`config.mk`:
```
export PLATFORM = sky130hd
export DESIGN_NAME = sfft_input_framer
export DESIGN_NICKNAME = d
export VERILOG_FILES = /design/src/rtl/sfft_pkg.sv /design/src/rtl/sfft_frame_bank.sv /design/src/rtl/sfft_input_framer.sv
export SDC_FILE = /design/constraint.sdc
export NUM_CORES = 2
export LEC_CHECK = 0
export ABC_CLOCK_PERIOD_IN_PS = 5200
export BUFFER_PORTS_ARGS = -buffer_cell sky130_fd_sc_hd__buf_4
export CORE_AREA = 2 2 616 618
export CTS_CLUSTER_SIZE = 10
export DETAILED_ROUTE_END_ITERATION = 8
export DIE_AREA = 0 0 618 620
export PLACE_DENSITY = 0.47
export SYNTH_ARGS = -nofsm -noshare
export SYNTH_HDL_FRONTEND = slang
export SYNTH_HIERARCHICAL = 1
export SYNTH_SLANG_ARGS = --single-unit
```
`constraint.sdc`:
```
create_clock -name clk -period 5.2 [get_ports clk]
set_input_delay 0 -clock clk [delete_from_list [all_inputs] [get_ports clk]]
set_output_delay 0 -clock clk [all_outputs]
set_load 0.02 [all_outputs]
```
`src/rtl/sfft_pkg.sv`:
```
`default_nettype none
// ============================================================================
//  Module      : sfft_pkg
//  Description : Shared constants, sample type, bank-state encoding and the
//                bit-reverse helper for the SFFT input framer.
//  Revision    : 1.0 - initial release
// ============================================================================
package sfft_pkg;

   localparam int N     = 64;   // samples per frame (power of 2)
   localparam int LOG2N = 6;    // frame index width, log2(N)
   localparam int W     = 12;   // bits per real/imag component

   // One complex sample, two's complement components
   typedef struct packed {
      logic signed [W-1:0] re;
      logic signed [W-1:0] im;
   } sample_t;

   // Life cycle of one frame bank
   typedef enum logic [1:0] {
      BANK_EMPTY   = 2'd0,
      BANK_FILLING = 2'd1,
      BANK_FULL    = 2'd2
   } bank_state_t;

   // Mirror the LOG2N-bit index so a frame leaves in bit-reversed order
   function automatic logic [LOG2N-1:0] bit_reverse(input logic [LOG2N-1:0] value);
      return {<<{value}};
   endfunction

endpackage
`default_nettype wire

```
`src/rtl/sfft_frame_bank.sv`:
```
`default_nettype none
// ============================================================================
//  Module      : sfft_frame_bank
//  Description : One N x 2W sample bank with single-slot write port and a
//                flat, fully registered read-out of every slot.
//  Revision    : 1.0 - initial release
// ============================================================================
module sfft_frame_bank #(
   parameter int N     = 64,
   parameter int LOG2N = 6,
   parameter int W     = 12
) (
   input  logic             clk,
   input  logic             we,
   input  logic [LOG2N-1:0] widx,
   input  logic [W-1:0]     wre,
   input  logic [W-1:0]     wim,
   output logic [N*W-1:0]   rd_re,
   output logic [N*W-1:0]   rd_im
);

   logic [W-1:0] mem_re [N];
   logic [W-1:0] mem_im [N];

   // Slot storage; deliberately not reset so contents survive rst_n
   always_ff @(posedge clk) begin
      if (we) begin
         mem_re[widx] <= wre;
         mem_im[widx] <= wim;
      end
   end

   // Flatten slot k onto bits [k*W +: W]
   generate
      for (genvar k = 0; k < N; k++) begin : g_slot
         assign rd_re[k*W +: W] = mem_re[k];
         assign rd_im[k*W +: W] = mem_im[k];
      end
   endgenerate

endmodule
`default_nettype wire

```
`src/rtl/sfft_input_framer.sv`:
```
`default_nettype none
// ============================================================================
//  Module      : sfft_input_framer
//  Description : Serial valid/ready sample stream to ping-pong framed parallel
//                buses for the 64-point SFFT core. Optional macro
//                SFFT_BITREV_EN stores sample k at slot bitrev(k).
//  Revision    : 1.0 - initial release
// ============================================================================
module sfft_input_framer
   import sfft_pkg::*;
(
   input  logic             clk,
   input  logic             rst_n,
   input  logic             in_valid,
   output logic             in_ready,
   input  logic             in_sof,
   input  logic [W-1:0]     in_re,
   input  logic [W-1:0]     in_im,
   output logic             frame_valid,
   input  logic             frame_ready,
   output logic [N*W-1:0]   frame_re,
   output logic [N*W-1:0]   frame_im,
   output logic [7:0]       drop_cnt
);

   bank_state_t      state_q [2];
   bank_state_t      state_d [2];
   logic             wr_bank_q, wr_bank_d;
   logic             rd_bank_q, rd_bank_d;
   logic [LOG2N-1:0] wr_idx_q, wr_idx_d;
   logic [7:0]       drop_cnt_q, drop_cnt_d;

   logic             wr_fire, rd_fire, restart, last;
   logic [LOG2N-1:0] idx_eff, wr_slot;
   sample_t          wr_sample;
   logic [N*W-1:0]   bank_re [2];
   logic [N*W-1:0]   bank_im [2];

   // Handshake status depends on registers only, never on in_valid
   assign in_ready    = (state_q[wr_bank_q] != BANK_FULL);
   assign frame_valid = (state_q[rd_bank_q] == BANK_FULL);
   assign wr_fire     = in_valid && in_ready;
   assign rd_fire     = frame_valid && frame_ready;
   assign wr_sample   = '{re: in_re, im: in_im};

   // Frame state register set
   always_ff @(posedge clk or negedge rst_n) begin
      if (!rst_n) begin
         state_q[0] <= BANK_EMPTY;
         state_q[1] <= BANK_EMPTY;
         wr_bank_q  <= 1'b0;
         rd_bank_q  <= 1'b0;
         wr_idx_q   <= '0;
         drop_cnt_q <= '0;
      end else begin
         state_q    <= state_d;
         wr_bank_q  <= wr_bank_d;
         rd_bank_q  <= rd_bank_d;
         wr_idx_q   <= wr_idx_d;
         drop_cnt_q <= drop_cnt_d;
      end
   end

   // Next-state: read retire, write advance, start-of-frame resync
   always_comb begin
      state_d    = state_q;
      wr_bank_d  = wr_bank_q;
      rd_bank_d  = rd_bank_q;
      wr_idx_d   = wr_idx_q;
      drop_cnt_d = drop_cnt_q;

      // An SOF arriving mid-frame discards the partial frame and restarts at 0
      restart = wr_fire && in_sof && (wr_idx_q != '0);
      idx_eff = restart ? '0 : wr_idx_q;
      last    = wr_fire && (idx_eff == LOG2N'(N-1));

`ifdef SFFT_BITREV_EN
      wr_slot = bit_reverse(idx_eff);
`else
      wr_slot = idx_eff;
`endif

      // Retire first; a FULL write bank cannot be written, so no conflict
      if (rd_fire) begin
         state_d[rd_bank_q] = BANK_EMPTY;
         rd_bank_d          = ~rd_bank_q;
      end

      if (wr_fire) begin
         if (last) begin
            state_d[wr_bank_q] = BANK_FULL;
            wr_bank_d          = ~wr_bank_q;
            wr_idx_d           = '0;
         end else begin
            state_d[wr_bank_q] = BANK_FILLING;
            wr_idx_d           = idx_eff + LOG2N'(1);
         end
      end

      if (restart && (drop_cnt_q != 8'hFF)) begin
         drop_cnt_d = drop_cnt_q + 8'd1;
      end
   end

   // Ping-pong banks, each written only while it is the write bank
   generate
      for (genvar b = 0; b < 2; b++) begin : g_bank
         sfft_frame_bank #(
            .N     (N),
            .LOG2N (LOG2N),
            .W     (W)
         ) u_bank (
            .clk   (clk),
            .we    (wr_fire && (wr_bank_q == 1'(b))),
            .widx  (wr_slot),
            .wre   (wr_sample.re),
            .wim   (wr_sample.im),
            .rd_re (bank_re[b]),
            .rd_im (bank_im[b])
         );
      end
   endgenerate

   assign frame_re = bank_re[rd_bank_q];
   assign frame_im = bank_im[rd_bank_q];
   assign drop_cnt = drop_cnt_q;

endmodule
`default_nettype wire

```
==> results by group <==
Synth
  • Prevailing post-synth register cell: edfxtp_1
  • Register bit total from synthesis: around 3100
  • Syn Nets: roughly 5100
  • Yosys cell types: 45
  • Post-Synthesis Cells: about 5100
  • EDFF count, synth: between 3000 and 4000
  • Ys async rst share: 0.00647
  • Syn Std Cell Area: between 100000 and 150000 um2
  • Top cell type's share of synthesized area: 0.820
  • Synth warnings: 6
  • Fraction of the yosys area taken by sequential cells: 0.825
  • Synth top cells by count: edfxtp_1, mux2_2, buf_2
  • Synth top area cells: edfxtp_1, mux2_2, buf_2
  • Synthesized area per cell: 22.1 um2
  • Dominant cell type by area after synthesis: edfxtp_1
  • Top-count cell post-synth: edfxtp_1

STA
  • Peak Freq: between 200 and 250 MHz
  • Final period util: 0.796
  • Unrepaired setup endpoints after global routing: false
  • Period minus WS final: approximately 4.1 ns
  • # setup viols final: 0
  • Final-report max-slew violation count: 0
  • Hold Vio Cnt, Final: 0
  • Worst Max-Slew Pin Slew: 1.33 ns
  • Slew headroom: 0.115
  • Final Skew: around 0.036 ns
  • Final setup TNS: 0 ns

Worst setup path
  • WP buf/inv: 1
  • CP required: about 5.7 ns
  • Critical Path Stages: 6
  • Arrival @ worst endpoint: between 4 and 5 ns
  • Reg2reg setup slack: approximately 1.1 ns
  • Crit path max-delay family: simple AND/OR/NAND/NOR gates
  • Worst path slowest cell: and2_1
  • Max incr delay on CP: roughly 0.96 ns
  • Kind of critical path: reg2reg
  • R2R depth: 6
  • Crit Path Max Fanout: 24
  • Critical Path Sink Type: flip-flop
  • CP Cell Sequence: or3b_4 -> nand4_4 -> and2_1 -> nand3b_1 -> buf_4 -> nor2_4
  • Startpoint Class: flip-flop

Global routing
  • Met3 GRT Util: 0.0459
  • Largest net degree at the start of global routing: around 150
  • Vias in the first global route: 57900
  • Initial antenna violation count: 33
  • First-pass GRT wire length: 530 mm
  • Met2 usage: 0.367
  • Grt met1 use: 0.243
  • Gr busiest metal: met2
  • Total Routing Usage GR: 0.205
  • Remaining Overflow, GRT: 0

Drt
  • Post-DRT Antenna Nets: 0
  • Routed vias: 57800
  • Drt total wl: slightly above 400 mm
  • Wire length per cell: 33.5 um
  • Via/cell ratio: about 4.7
  • Post-route DRC: 0
  • Drt first pass iters: 5
  • Initial drt markers: roughly 5300

Die
  • CORE AREA: roughly 380000 um2
  • # IOs: between 1500 and 2000
  • Die height: ~620 um
  • Die area: approximately 380000 um2
  • Starting Density: 0.298
  • Die X: approximately 620 um
  • FP Rows: around 230

Clock network
  • Max clock buf depth: 4
  • Worst-path clk slew: 0.06 ns
  • TritonCTS clock tree: done
  • CTS buffer count: approximately 360
  • Cts hold-fix bufs: 39
  • Root Driver: clkbuf_16
  • Post-CTS resize count: 0
  • Clk Latency, worst-skew pair: around 0.9 ns
  • Clk sinks: between 3000 and 4000
  • Htree depth: 5
  • Post-CTS Repair Setup Buffers: 0

Worst hold path
  • Hold Path Class: in2reg
  • Hold path depth: 2

Power and ir drop
  • Pleak: 0.0474 uW
  • P per Cell Area: between 300 and 400 nW/um2
  • Worst vdd ir: between 0.2 and 0.3 mV

Status
  • Status: completed

Cells and area
  • Utilization after layout: 0.378
  • Area delta synth->final: 26.9%
  • Final #Nets: roughly 7100
  • Area of the multi-input gates: 19400 um2
  • Register area: 92800 um2
  • Final-layout fill cell count: between 30000 and 40000
  • Ratio of cells with drive above 1 in the final layout: 0.538
  • Final instance area: about 140000 um2

Job
  • Max-cap violations: 0

Placed design
  • Port-buffer cells: 1574
  • Routability-driven placement congestion ratio: between 0.7 and 0.8
  • Dpl hpwl: ~270 mm
  • Area after DPL: between 100000 and 150000 um2
## final cells by class
type / instances / area share
diodes: 18 / 0.000316
inverters: 3 / 0.0000789
clock buffers: 421 / 0.0654
flip-flops and latches: 3092 / 0.650
well taps: 5016 / 0.0440
clock inverters: 62 / 0.00499
multi-input cells: 1787 / 0.136
repair buffers: 1811 / 0.0994
## report_power, final
group          switching [uW]  total [uW]  internal (uW)
registers                78.8       27700          27600
clock network            9720       22500          12700
logic                    1490        1910            415
total                   11300       52000          40800
## metrics by stage
stage	hold WS [ns]	power (uW)	setup WS, ns	cells
finish	0.112	52000	1.06	12200
global route	0.0607	53500	0.820	12200
CTS	0.0205	52700	0.897	12200
detailed placement	-0.0848	30100	0.914	11700
global placement	-0.0850	30100	0.961	11700
floorplan	-0.296	28700	1.78	5086
## worst paths after layout
kind,startpoint,endpoint
max,wr_bank_q$_DFFE_PN0P_,g_bank[0].u_bank/mem_im[27][9]$_DFFE_PP_
min,in_re[6],g_bank[1].u_bank/mem_re[27][6]$_DFFE_PP_
max reg2reg,wr_bank_q$_DFFE_PN0P_,g_bank[0].u_bank/mem_im[27][9]$_DFFE_PP_
max in group asynchronous,rst_n,rd_bank_q$_DFFE_PN0P_
min reg2reg,drop_cnt[0]$_DFFE_PN0P_,drop_cnt[0]$_DFFE_PN0P_
min in group asynchronous,rst_n,drop_cnt[4]$_DFFE_PN0P_
## layout by cell type (no fill, tap or decap), drive strengths merged, types with 4 or more instances in the layout
| cell type | instances |
|---|---|
| a21oi | 9 |
| and2 | 7 |
| buf | 1773 |
| clkbuf | 421 |
| clkinv | 49 |
| dfrtp | 20 |
| diode | 18 |
| dlygate4sd3 | 38 |
| edfxtp | 3072 |
| inv | 12 |
| mux2 | 1539 |
| nand2 | 11 |
| nand3 | 13 |
| nand3b | 7 |
| nand4 | 4 |
| nand4b | 6 |
| nand4bb | 6 |
| nor2 | 133 |
| nor4 | 4 |
| o21ai | 7 |
| or3b | 7 |
| xor2 | 6 |
## routing by layer
| metal | wire length, um | vias up |
|---|---|---|
| li1 | - | 24100 |
| met1 | 157000 | 31200 |
| met2 | 211000 | 2083 |
| met3 | 25900 | 493 |
| met4 | 14000 | 0 |
| met5 | 0 | - |
## kinds of logic after synthesis
| kind of cell | synth area share |
|---|---|
| flops | 0.825 |
| mux | 0.154 |
| simple gates | 0.00975 |
| buf+inv | 0.00906 |
| compound gates | 0.00156 |
| xor+xnor | 0.000467 |
| fa+ha+maj | 0.000222 |
## worst reg2reg max path: cells and delay by family, from the launching register on
family                 cells  cell delay [ns]
buffers and inverters      1             0.40
DFF                        1             0.44
and+or+nand+nor            5             2.88
## sequential cells by signal, indices dropped and copies added, names as in the netlist
register              cells
wr_bank_q                 1
wr_idx_q                  6
g_bank.u_bank/mem_im   1536
drop_cnt                  8
g_bank.u_bank/mem_re   1536
state_q                   4
rd_bank_q                 1
Power figures use the tool's default switching activity.
